$ cat config.mk
export PLATFORM = sky130hd
export DESIGN_NAME = f_div
export DESIGN_NICKNAME = d
export VERILOG_FILES = /design/src/rtl/fp_div_pkg.sv /design/src/rtl/fp_div_stage.sv /design/src/rtl/f_div.sv
export SDC_FILE = /design/constraint.sdc
export NUM_CORES = 2
export LEC_CHECK = 0
export ABC_CLOCK_PERIOD_IN_PS = 13410
export BUFFER_PORTS_ARGS = -buffer_cell sky130_fd_sc_hd__buf_2
export CORE_UTILIZATION = 40
export DETAILED_ROUTE_END_ITERATION = 16
export HOLD_SLACK_MARGIN = 0.1
export MAX_ROUTING_LAYER = met4
export PLACE_DENSITY = 0.64
export SKIP_LAST_GASP = 1
export SYNTH_ARGS = -nofsm -noshare
export SYNTH_HDL_FRONTEND = slang
export SYNTH_SLANG_ARGS = --single-unit
$ cat constraint.sdc
create_clock -name clk -period 13.41 [get_ports clk]
set_clock_uncertainty 0.15 [all_clocks]
set_input_delay 2.0115 -clock clk [delete_from_list [all_inputs] [get_ports clk]]
set_output_delay 2.0115 -clock clk [all_outputs]
set_load 0.05 [all_outputs]
$ cat src/rtl/fp_div_pkg.sv
// Constants, result classes and the per-stage payload shared by the
// single-precision divider pipeline.
package fp_div_pkg;

  localparam int EXP_BIAS      = 127;
  localparam int MANT_W        = 23;
  localparam int QUOT_BITS     = 25;
  localparam int F_DIV_LATENCY = 27;
  localparam logic [31:0] CANON_NAN = 32'h7FC00000;

  typedef enum logic [1:0] {CLS_NORMAL, CLS_ZERO, CLS_INF, CLS_NAN} cls_t;

  typedef struct packed {
    logic                 sign;
    logic signed [9:0]    exp;
    cls_t                 cls;
    logic [MANT_W:0]      div;   // divisor significand incl. hidden 1
    logic [MANT_W+1:0]    rem;   // partial remainder, stored doubled
    logic [QUOT_BITS-1:0] quot;
  } stage_t;

  localparam stage_t STAGE_RST = '{sign: 1'b0, exp: 10'sd0, cls: CLS_ZERO,
                                   div: '0, rem: '0, quot: '0};

endpackage

$ cat src/rtl/fp_div_stage.sv
// One registered restoring-division iteration: produces one quotient bit,
// sign/exponent/class ride along untouched.
module fp_div_stage
  import fp_div_pkg::*;
(
  input  logic   clk,
  input  logic   rst,
  input  stage_t d,
  output stage_t q
);

  logic [MANT_W+2:0] diff;
  stage_t            nxt;

  // The remainder is held pre-doubled, so the trial subtract is a plain
  // R - mb and the doubling for the next step is folded into the shift.
  always_comb begin
    nxt      = d;
    diff     = {1'b0, d.rem} - {2'b00, d.div};
    nxt.quot = {d.quot[QUOT_BITS-2:0], ~diff[MANT_W+2]};
    nxt.rem  = diff[MANT_W+2] ? (d.rem << 1) : (diff[MANT_W+1:0] << 1);
  end

  always_ff @(posedge clk) begin
    if (rst) q <= STAGE_RST;
    else     q <= nxt;
  end

endmodule

$ cat src/rtl/f_div.sv
// Streaming binary32 divider: out0 = in0 / in1, one result per cycle,
// 27 register stages (unpack, 25 quotient bits, round/pack).
module f_div
  import fp_div_pkg::*;
#(
  parameter int DATA_W = 32
) (
  input  logic              clk,
  input  logic              rst,
  input  logic              running,
  input  logic              run,
  input  logic [DATA_W-1:0] in0,
  input  logic [DATA_W-1:0] in1,
  (* versat_latency = 27 *)
  output logic [DATA_W-1:0] out0
);

  generate
    if (DATA_W != 32) begin : g_bad_width
      $error("f_div supports only DATA_W = 32");
    end
  endgenerate

  logic unused_run;
  assign unused_run = run;

  logic [7:0]      ea, eb;
  logic [MANT_W:0] ma, mb;
  logic            a_zero, b_zero, a_inf, b_inf, a_nan, b_nan;
  stage_t          s0, s0_q;

  // Unpack; subnormals count as zero since only the exponent field is tested.
  always_comb begin
    ea     = in0[30:23];
    eb     = in1[30:23];
    ma     = {1'b1, in0[22:0]};
    mb     = {1'b1, in1[22:0]};
    a_zero = (ea == 8'd0);
    b_zero = (eb == 8'd0);
    a_inf  = (ea == 8'hFF) && (in0[22:0] == 23'd0);
    b_inf  = (eb == 8'hFF) && (in1[22:0] == 23'd0);
    a_nan  = (ea == 8'hFF) && (in0[22:0] != 23'd0);
    b_nan  = (eb == 8'hFF) && (in1[22:0] != 23'd0);

    s0      = STAGE_RST;
    s0.sign = in0[31] ^ in1[31];
    s0.div  = mb;
    s0.exp  = $signed({2'b00, ea}) - $signed({2'b00, eb}) + 10'(EXP_BIAS);
    if (ma < mb) begin
      s0.rem = {ma, 1'b0};
      s0.exp = s0.exp - 10'sd1;
    end else begin
      s0.rem = {1'b0, ma};
    end

    if (a_nan || b_nan || (a_zero && b_zero) || (a_inf && b_inf)) begin
      s0.cls  = CLS_NAN;
      s0.sign = 1'b0;
    end else if (a_inf || b_zero) begin
      s0.cls = CLS_INF;
    end else if (a_zero || b_inf) begin
      s0.cls = CLS_ZERO;
    end else begin
      s0.cls = CLS_NORMAL;
    end
  end

  always_ff @(posedge clk) begin
    if (rst) s0_q <= STAGE_RST;
    else     s0_q <= s0;
  end

  stage_t pipe [0:QUOT_BITS-1];

  generate
    for (genvar i = 0; i < QUOT_BITS; i++) begin : g_stage
      if (i == 0) begin : g_first
        fp_div_stage u_stage (.clk(clk), .rst(rst), .d(s0_q), .q(pipe[i]));
      end else begin : g_rest
        fp_div_stage u_stage (.clk(clk), .rst(rst), .d(pipe[i-1]), .q(pipe[i]));
      end
    end
  endgenerate

  logic [MANT_W:0]   mant;
  logic              guard, sticky, round_up;
  logic [MANT_W+1:0] mant_rnd;
  logic signed [9:0] exp_rnd;
  logic [DATA_W-1:0] pack_res, out_q;

  always_comb begin
    mant     = pipe[QUOT_BITS-1].quot[QUOT_BITS-1:1];
    guard    = pipe[QUOT_BITS-1].quot[0];
    sticky   = |pipe[QUOT_BITS-1].rem;
    round_up = guard & (sticky | mant[0]);
    mant_rnd = {1'b0, mant} + {{(MANT_W+1){1'b0}}, round_up};
    // A carry out means the significand rounded up to 2.0.
    exp_rnd  = pipe[QUOT_BITS-1].exp + $signed({9'd0, mant_rnd[MANT_W+1]});

    pack_res = '0;
    case (pipe[QUOT_BITS-1].cls)
      CLS_NAN:  pack_res = CANON_NAN;
      CLS_INF:  pack_res = {pipe[QUOT_BITS-1].sign, 8'hFF, 23'd0};
      CLS_ZERO: pack_res = {pipe[QUOT_BITS-1].sign, 31'd0};
      default: begin
        if (exp_rnd >= 10'sd255)
          pack_res = {pipe[QUOT_BITS-1].sign, 8'hFF, 23'd0};
        else if (exp_rnd <= 10'sd0)
          pack_res = {pipe[QUOT_BITS-1].sign, 31'd0};
        else
          pack_res = {pipe[QUOT_BITS-1].sign, exp_rnd[7:0],
                      mant_rnd[MANT_W+1] ? mant_rnd[MANT_W:1] : mant_rnd[MANT_W-1:0]};
      end
    endcase
  end

  always_ff @(posedge clk) begin
    if (rst) out_q <= '0;
    else     out_q <= pack_res;
  end

  assign out0 = running ? out_q : '0;

endmodule

After elaboration in Yosys (flattened, before gate mapping)
Cells that the tools add are included.
{"block": "classes", "order_cmp": 3, "n_reduce_logical": 20, "n_eq_ne": 5, "bitwise": 28, "muxes": 36, "add_sub_neg": 30}
{"op": "2-to-1 mux 25 bit", "count": 26}
{"op": "subtractor 25 x 24 -> 26 bit", "count": 25}
{"op": "one-hot mux 32 bit (3 select lines)", "count": 1}
{"op": "2-to-1 mux 74 bit", "count": 1}
{"op": "2-to-1 mux 31 bit", "count": 2}
{"op": "logical NOT 23 bit", "count": 2}
{"op": "nonzero test 23 bit", "count": 2}
{"op": "2-to-1 mux 32 bit", "count": 1}
{"op": "adder 24 x 1 -> 25 bit", "count": 1}
{"op": "inverter 1 bit", "count": 25}
{"op": "OR reduction 25 bit", "count": 1}
{"op": "less-than comparator 24 bit", "count": 1}
{"op": "2-to-1 mux 23 bit", "count": 1}
{"op": "equality test 8 bit, second input constant", "count": 2}
{"op": "logical NOT 8 bit", "count": 2}
{"op": "adder 10 x 2 -> 10 bit", "count": 1}
{"op": "adder 9 x 8 -> 10 bit, second input constant", "count": 1}
{"op": ">= comparator 10 x 9 -> 1 bit, second input constant", "count": 1}
{"op": "<= comparator 10 x 1 -> 1 bit, second input constant", "count": 1}
{"op": "2-to-1 mux 10 bit", "count": 1}
{"op": "subtractor 10 x 2 -> 10 bit, second input constant", "count": 1}
{"op": "subtractor 8 x 8 -> 9 bit", "count": 1}
{"op": "logical AND 1 bit", "count": 6}
{"op": "logical OR 1 bit", "count": 5}
{"op": "8 further kinds", "count": 11}
{"block": "totals", "ff_bits": 1945, "output_inout_bits": 32, "word_cells": 280}

Depth between registers and ports, before layout
{"block": "logic_depth", "word_depth": 9, "ltp_mapped": 21, "depth_no_buf": 20}

Cells and area by module
From an unflattened synthesis, not the netlist that was laid out.
{"block": "hier_totals", "cells_unflattened": 11224, "hier_area_um2": 103500.5}
{"module": "fp_div_stage (g_stage[21].g_rest.u_stage ...)", "cells_each": 436, "seq_area_each_um2": 1721.7, "area_per_inst_um2": 4011.3, "instances": 12}
{"module": "fp_div_stage (g_stage[12].g_rest.u_stage ...)", "cells_each": 399, "seq_area_each_um2": 1721.7, "area_per_inst_um2": 3794.9, "instances": 10}
{"module": "fp_div_stage (g_stage[0].g_first.u_stage ...)", "cells_each": 467, "seq_area_each_um2": 1721.7, "area_per_inst_um2": 4106.4, "instances": 3}
{"module": "f_div", "cells_each": 601, "seq_area_each_um2": 1881.8, "area_per_inst_um2": 5096.1, "instances": 1}

Worst setup path after synthesis
No wires, ideal clock.
{"block": "synth_timing", "kind": "input to output", "from": "input port running", "to": "output port out0[10]", "t_required_ps": 11248, "path_stages": 2, "setup_slack_ps": 8611, "t_arrival_ps": 2638, "path_buffers": 1, "cell_sequence": "clkbuf_1 and2_1"}
{"block": "synth_between", "elab_chain_cells": 1}
{"element": "start, declared", "line_no": "f_div.sv:10", "source": "input logic running,"}
{"element": "2-to-1 mux 32 bit", "line_no": "f_div.sv:122", "source": "assign out0 = running ? out_q : '0;"}
{"element": "end, declared", "line_no": "f_div.sv:15", "source": "output logic [DATA_W-1:0] out0"}
Every way passes these cells.

Worst setup path in the final report
{"block": "layout_timing", "from": "register g_stage[24].g_rest.u_stage.q[1] (netlist name)", "to": "register out_q[18]"}
{"block": "layout_between", "elab_chain_cells": 8}
{"element": "start, declared", "line_no": "fp_div_stage.sv:9", "source": "output stage_t q"}
{"element": "start signal, assigned", "line_no": "fp_div_stage.sv:26", "source": "else q <= nxt;"}
{"element": "OR 1 bit", "line_no": "f_div.sv:95", "source": "round_up = guard & (sticky | mant[0]);"}
{"element": "bitwise AND 1 bit", "line_no": "f_div.sv:95"}
{"element": "adder 24 x 1 -> 25 bit *", "line_no": "f_div.sv:96", "source": "mant_rnd = {1'b0, mant} + {{(MANT_W+1){1'b0}}, round_up};"}
{"element": "adder 10 x 2 -> 10 bit", "line_no": "f_div.sv:98", "source": "exp_rnd = pipe[QUOT_BITS-1].exp + $signed({9'd0, mant_rnd[MANT_W+1]});"}
{"element": "<= comparator 10 x 1 -> 1 bit", "line_no": "f_div.sv:108", "source": "else if (exp_rnd <= 10'sd0)"}
{"element": "2-to-1 mux 31 bit", "line_no": "f_div.sv:108"}
{"element": "2-to-1 mux 31 bit *", "line_no": "f_div.sv:106", "source": "if (exp_rnd >= 10'sd255)"}
{"element": "one-hot mux 32 bit (3 select lines) *", "line_no": "f_div.sv:101", "source": "case (pipe[QUOT_BITS-1].cls)"}
{"element": "end signal, assigned", "line_no": "f_div.sv:119", "source": "else out_q <= pack_res;"}
{"element": "end, declared", "line_no": "f_div.sv:89", "source": "logic [DATA_W-1:0] pack_res, out_q;"}
Mark *: on every way between the ends. The rest lies on a longest branch, timed or not.
A chain may end at the register's enable or synchronous reset.

==> summary.txt <==
Status
  • Status: finished clean

Floorplanning
  • Cell Rows: between 150 and 200
  • Die area: around 220000 um2
  • Initial Util: 40.2%
  • Die width: 467 um
  • Core box area: between 200000 and 250000 um2
  • Ports: 100
  • Die Span Y: 467 um

Cells and area
  • Nets@finish: 10400
  • Final std cells w/o fill: 12700
  • Area grow syn2layout: 11.7%
  • Final Cell Area: ~96000 um2
  • Share of layout cells above drive strength 1: around 5.8%
  • Commonest non-fill, non-tap cell in the layout: dfxtp_1
  • Most frequent cells in the layout: dfxtp_1 (1920), nor2_1 (1547), inv_1 (778)

Route
  • Per-cell routed wire length: 14.9 um
  • Highest metal used: met4
  • Initial drt markers: 2903
  • Drt total wl: 189000 um
  • ANT nets after route: 0
  • Vias: between 60000 and 70000
  • Post-DR vias/cell: 5.00
  • Met2 WL post-DR: 94200 um
  • Post-Route M1 WL: 81800 um
  • # DRC: 0
  • First-pass detailed-route iteration total: 6
  • Met3 layer wire length in the routed design: around 5500 um

Synth
  • Synth area leaders: dfxtp_1 (45%), ha_1 (8.9%), nor2_1 (6.7%)
  • Synth Register Bits: around 1900
  • Yosys warns: 0
  • Synth Cell Area: ~86000 um2
  • Mean Syn Cell Area: 8.95 um2
  • Seq/Total Area, Yosys: 44.5%
  • Synth cell types: 80
  • Post-Syn Nets: a little over 10000
  • Mapped Cells: a little under 10000
  • Post-synth EDFFs: 0
  • Top cell type's share of synthesized area: 44.5%
  • Post-synth ARST share: 0%
  • Synth Flop Type: dfxtp_1
  • Cell taking the most area after synthesis: dfxtp_1

Placement
  • IO Port Bufs: 98
  • Gpl congestion: 0.898
  • Pre-CTS WS: between 7 and 8 ns
  • Area post-placement: 89600 um2
  • Inst Count DP: 12300
  • Post-DP HPWL: 141000 um

Clocking
  • CTS resizes: 0
  • Clock tree root buffer cell: clkbuf_16
  • Clock-pin slew on the worst setup and hold paths: 0.06 ns
  • # hold bufs at CTS: 0
  • Skew-Pair Late Insertion Delay: 0.83 ns
  • # H-tree levels: 4
  • TritonCTS Buffers: 193
  • Clock sink count: ~1900
  • Postcts setup bufs: 0
  • TritonCTS clock tree: done
  • Max Root-Sink Buffers: 3

Setup path
  • Cell breakdown of the critical path: and2_1 > ha_1 > and3_1 > nand4_1 > nor2_1 > nand4_1 > or2_2 > inv_1 > ha_1 > ha_1 > and2_1 > nand4_1 > xor2_1 > nor4_1 > o21ai_0 > o21ai_0 > or4_1 > nor3_2 > buf_4 > nand2_1 > a211oi_1
  • CP Launch Type: flip-flop
  • CP arrival: 6.41 ns
  • Worst path buffer plus inverter count: 2
  • CP peak stage delay: about 0.50 ns
  • WS Path Type: flip-flop to flip-flop
  • Slowest library cell on the worst path: or2_2
  • CP Data Required Time: 14.00 ns
  • Crit. End Element: flip-flop
  • Crit path max-delay family: simple AND/OR/NAND/NOR gates
  • CP max FO: 13

Power
  • Pwr Density: 241 nW/um2
  • Switching Fraction: 37.7%
  • Switch Pwr: a little under 0.009 W
  • Internal power: 0.0145 W
  • Total power draw: between 0.02 and 0.025 W
  • Clock Power Share: 24.2%
  • Max VDD drop: between 0.0002 and 0.00025 V
  • Sequential power share: 29.1%
  • Logic pwr share: 46.7%
  • P_leak: around 40 nW

STA
  • Slew @ Worst Pin: 1.44 ns
  • F_max: 172 MHz
  • Max-slew violations: 0
  • RSZ-0062 raised after global routing: false
  • Final Cycle Share: 43.4%
  • Setup TNS: 0 ns
  • Final setup vio count: 0
  • Relative slew slack: under 10%
  • PnR worst setup slack: between 7 and 8 ns
  • Minimum clock period: 5.82 ns
  • Final Hold Viols: 0

Global route
  • Vias in the first global route: 62700
  • Antenna violations before repair: 1
  • Congestion Overflow GR: 0
  • First-pass GRT wire length: about 310000 um
  • Largest net degree at the start of global routing: 223
  • Gr usage total: 17.6%

Hold path
  • HP Class: flip-flop to flip-flop

Run
  • Max-cap violations: 0
[cell usage after synthesis (72+ instances only)]
cell type and number:
nand3_1 134, nand2b_1 76, nor3_1 124, o21a_1 140
ha_1 611, a21oi_1 553, nand2_1 337, mux2i_1 377
a211oi_1 126, dfxtp_1 1920, a31oi_1 72, xor2_1 143
xnor2_1 326, and2_1 83, inv_1 779, nor2_1 1549
clkbuf_1 285, a21o_1 212, o21ai_0 295, nor2b_1 720
[area by class of cell]
cell class,count,area [um2]
multi-input cells,6618,43800
diodes,3,7.51
well taps,2838,3550
fillers,20600,118000
clock buffers,285,5720
repair buffers,143,893
flip-flops and latches,1920,38400
inverters,780,2930
clock inverters,76,1110
[registers in the layout, summed over array words and instances, names as in the netlist]
name,count
g_stage.g_first.u_stage.q,62
g_stage.g_rest.u_stage.q,1764
out_q,32
s0_q,62
[path summary, 6_finish.rpt]
path / to / slack [ns] / from / depth (start not counted)
setup / recovery: out_q[18] / 7.59 / g_stage[24].g_rest.u_stage.q[1] / 21
setup reg to reg: out_q[18] / 7.59 / g_stage[24].g_rest.u_stage.q[1] / 21
hold reg to reg: g_stage[13].g_rest.u_stage.q[74] / 0.25 / g_stage[12].g_rest.u_stage.q[74] / 1
hold / removal: g_stage[13].g_rest.u_stage.q[74] / 0.25 / g_stage[12].g_rest.u_stage.q[74] / 1
[logic make-up (layout without fill, tap and decap cells)]
kind of cell	Yosys count	count (layout)	synth area share (%)
other	0	3	0
AO/OA/AOI/OAI	1794	1794	13.5
buffers and inverters	1106	1284	4.88
multiplexers	377	377	4.37
XOR/XNOR	469	469	4.76
AND/OR/NAND/NOR	3341	3341	18.6
flip-flops	1920	1920	44.5
adder cells (fa/ha/maj)	637	637	9.46
[per-stage QoR]
stage / hold slack (ns) / utilization [%]
detailed placement: 0.242 / 41.7
global placement: 0.244 / 41.7
CTS: 0.248 / 44.9
floorplan: 0.239 / -
finish: 0.250 / 44.9
global route: 0.262 / 44.9
[per-layer routing]
| layer | up-vias | track usage [%] |
|---|---|---|
| li1 | 32500 | - |
| met1 | 29400 | 19.8 |
| met2 | 1001 | 31.1 |
| met3 | 448 | 2.32 |
| met4 | 0 | 7.43 |
| met5 | - | - |
[power groups by stage]
stage / clock, W / sequential, W / combinational [W]
after floorplan: 0 / 0.00671 / 0.00862
after global placement: 0 / 0.00688 / 0.0106
after detailed placement: 0 / 0.00689 / 0.0108
after CTS: 0.00580 / 0.00676 / 0.0108
after global routing: 0.00607 / 0.00682 / 0.0120
final: 0.00563 / 0.00676 / 0.0109
No activity file was read; power rests on OpenSTA's default activity.
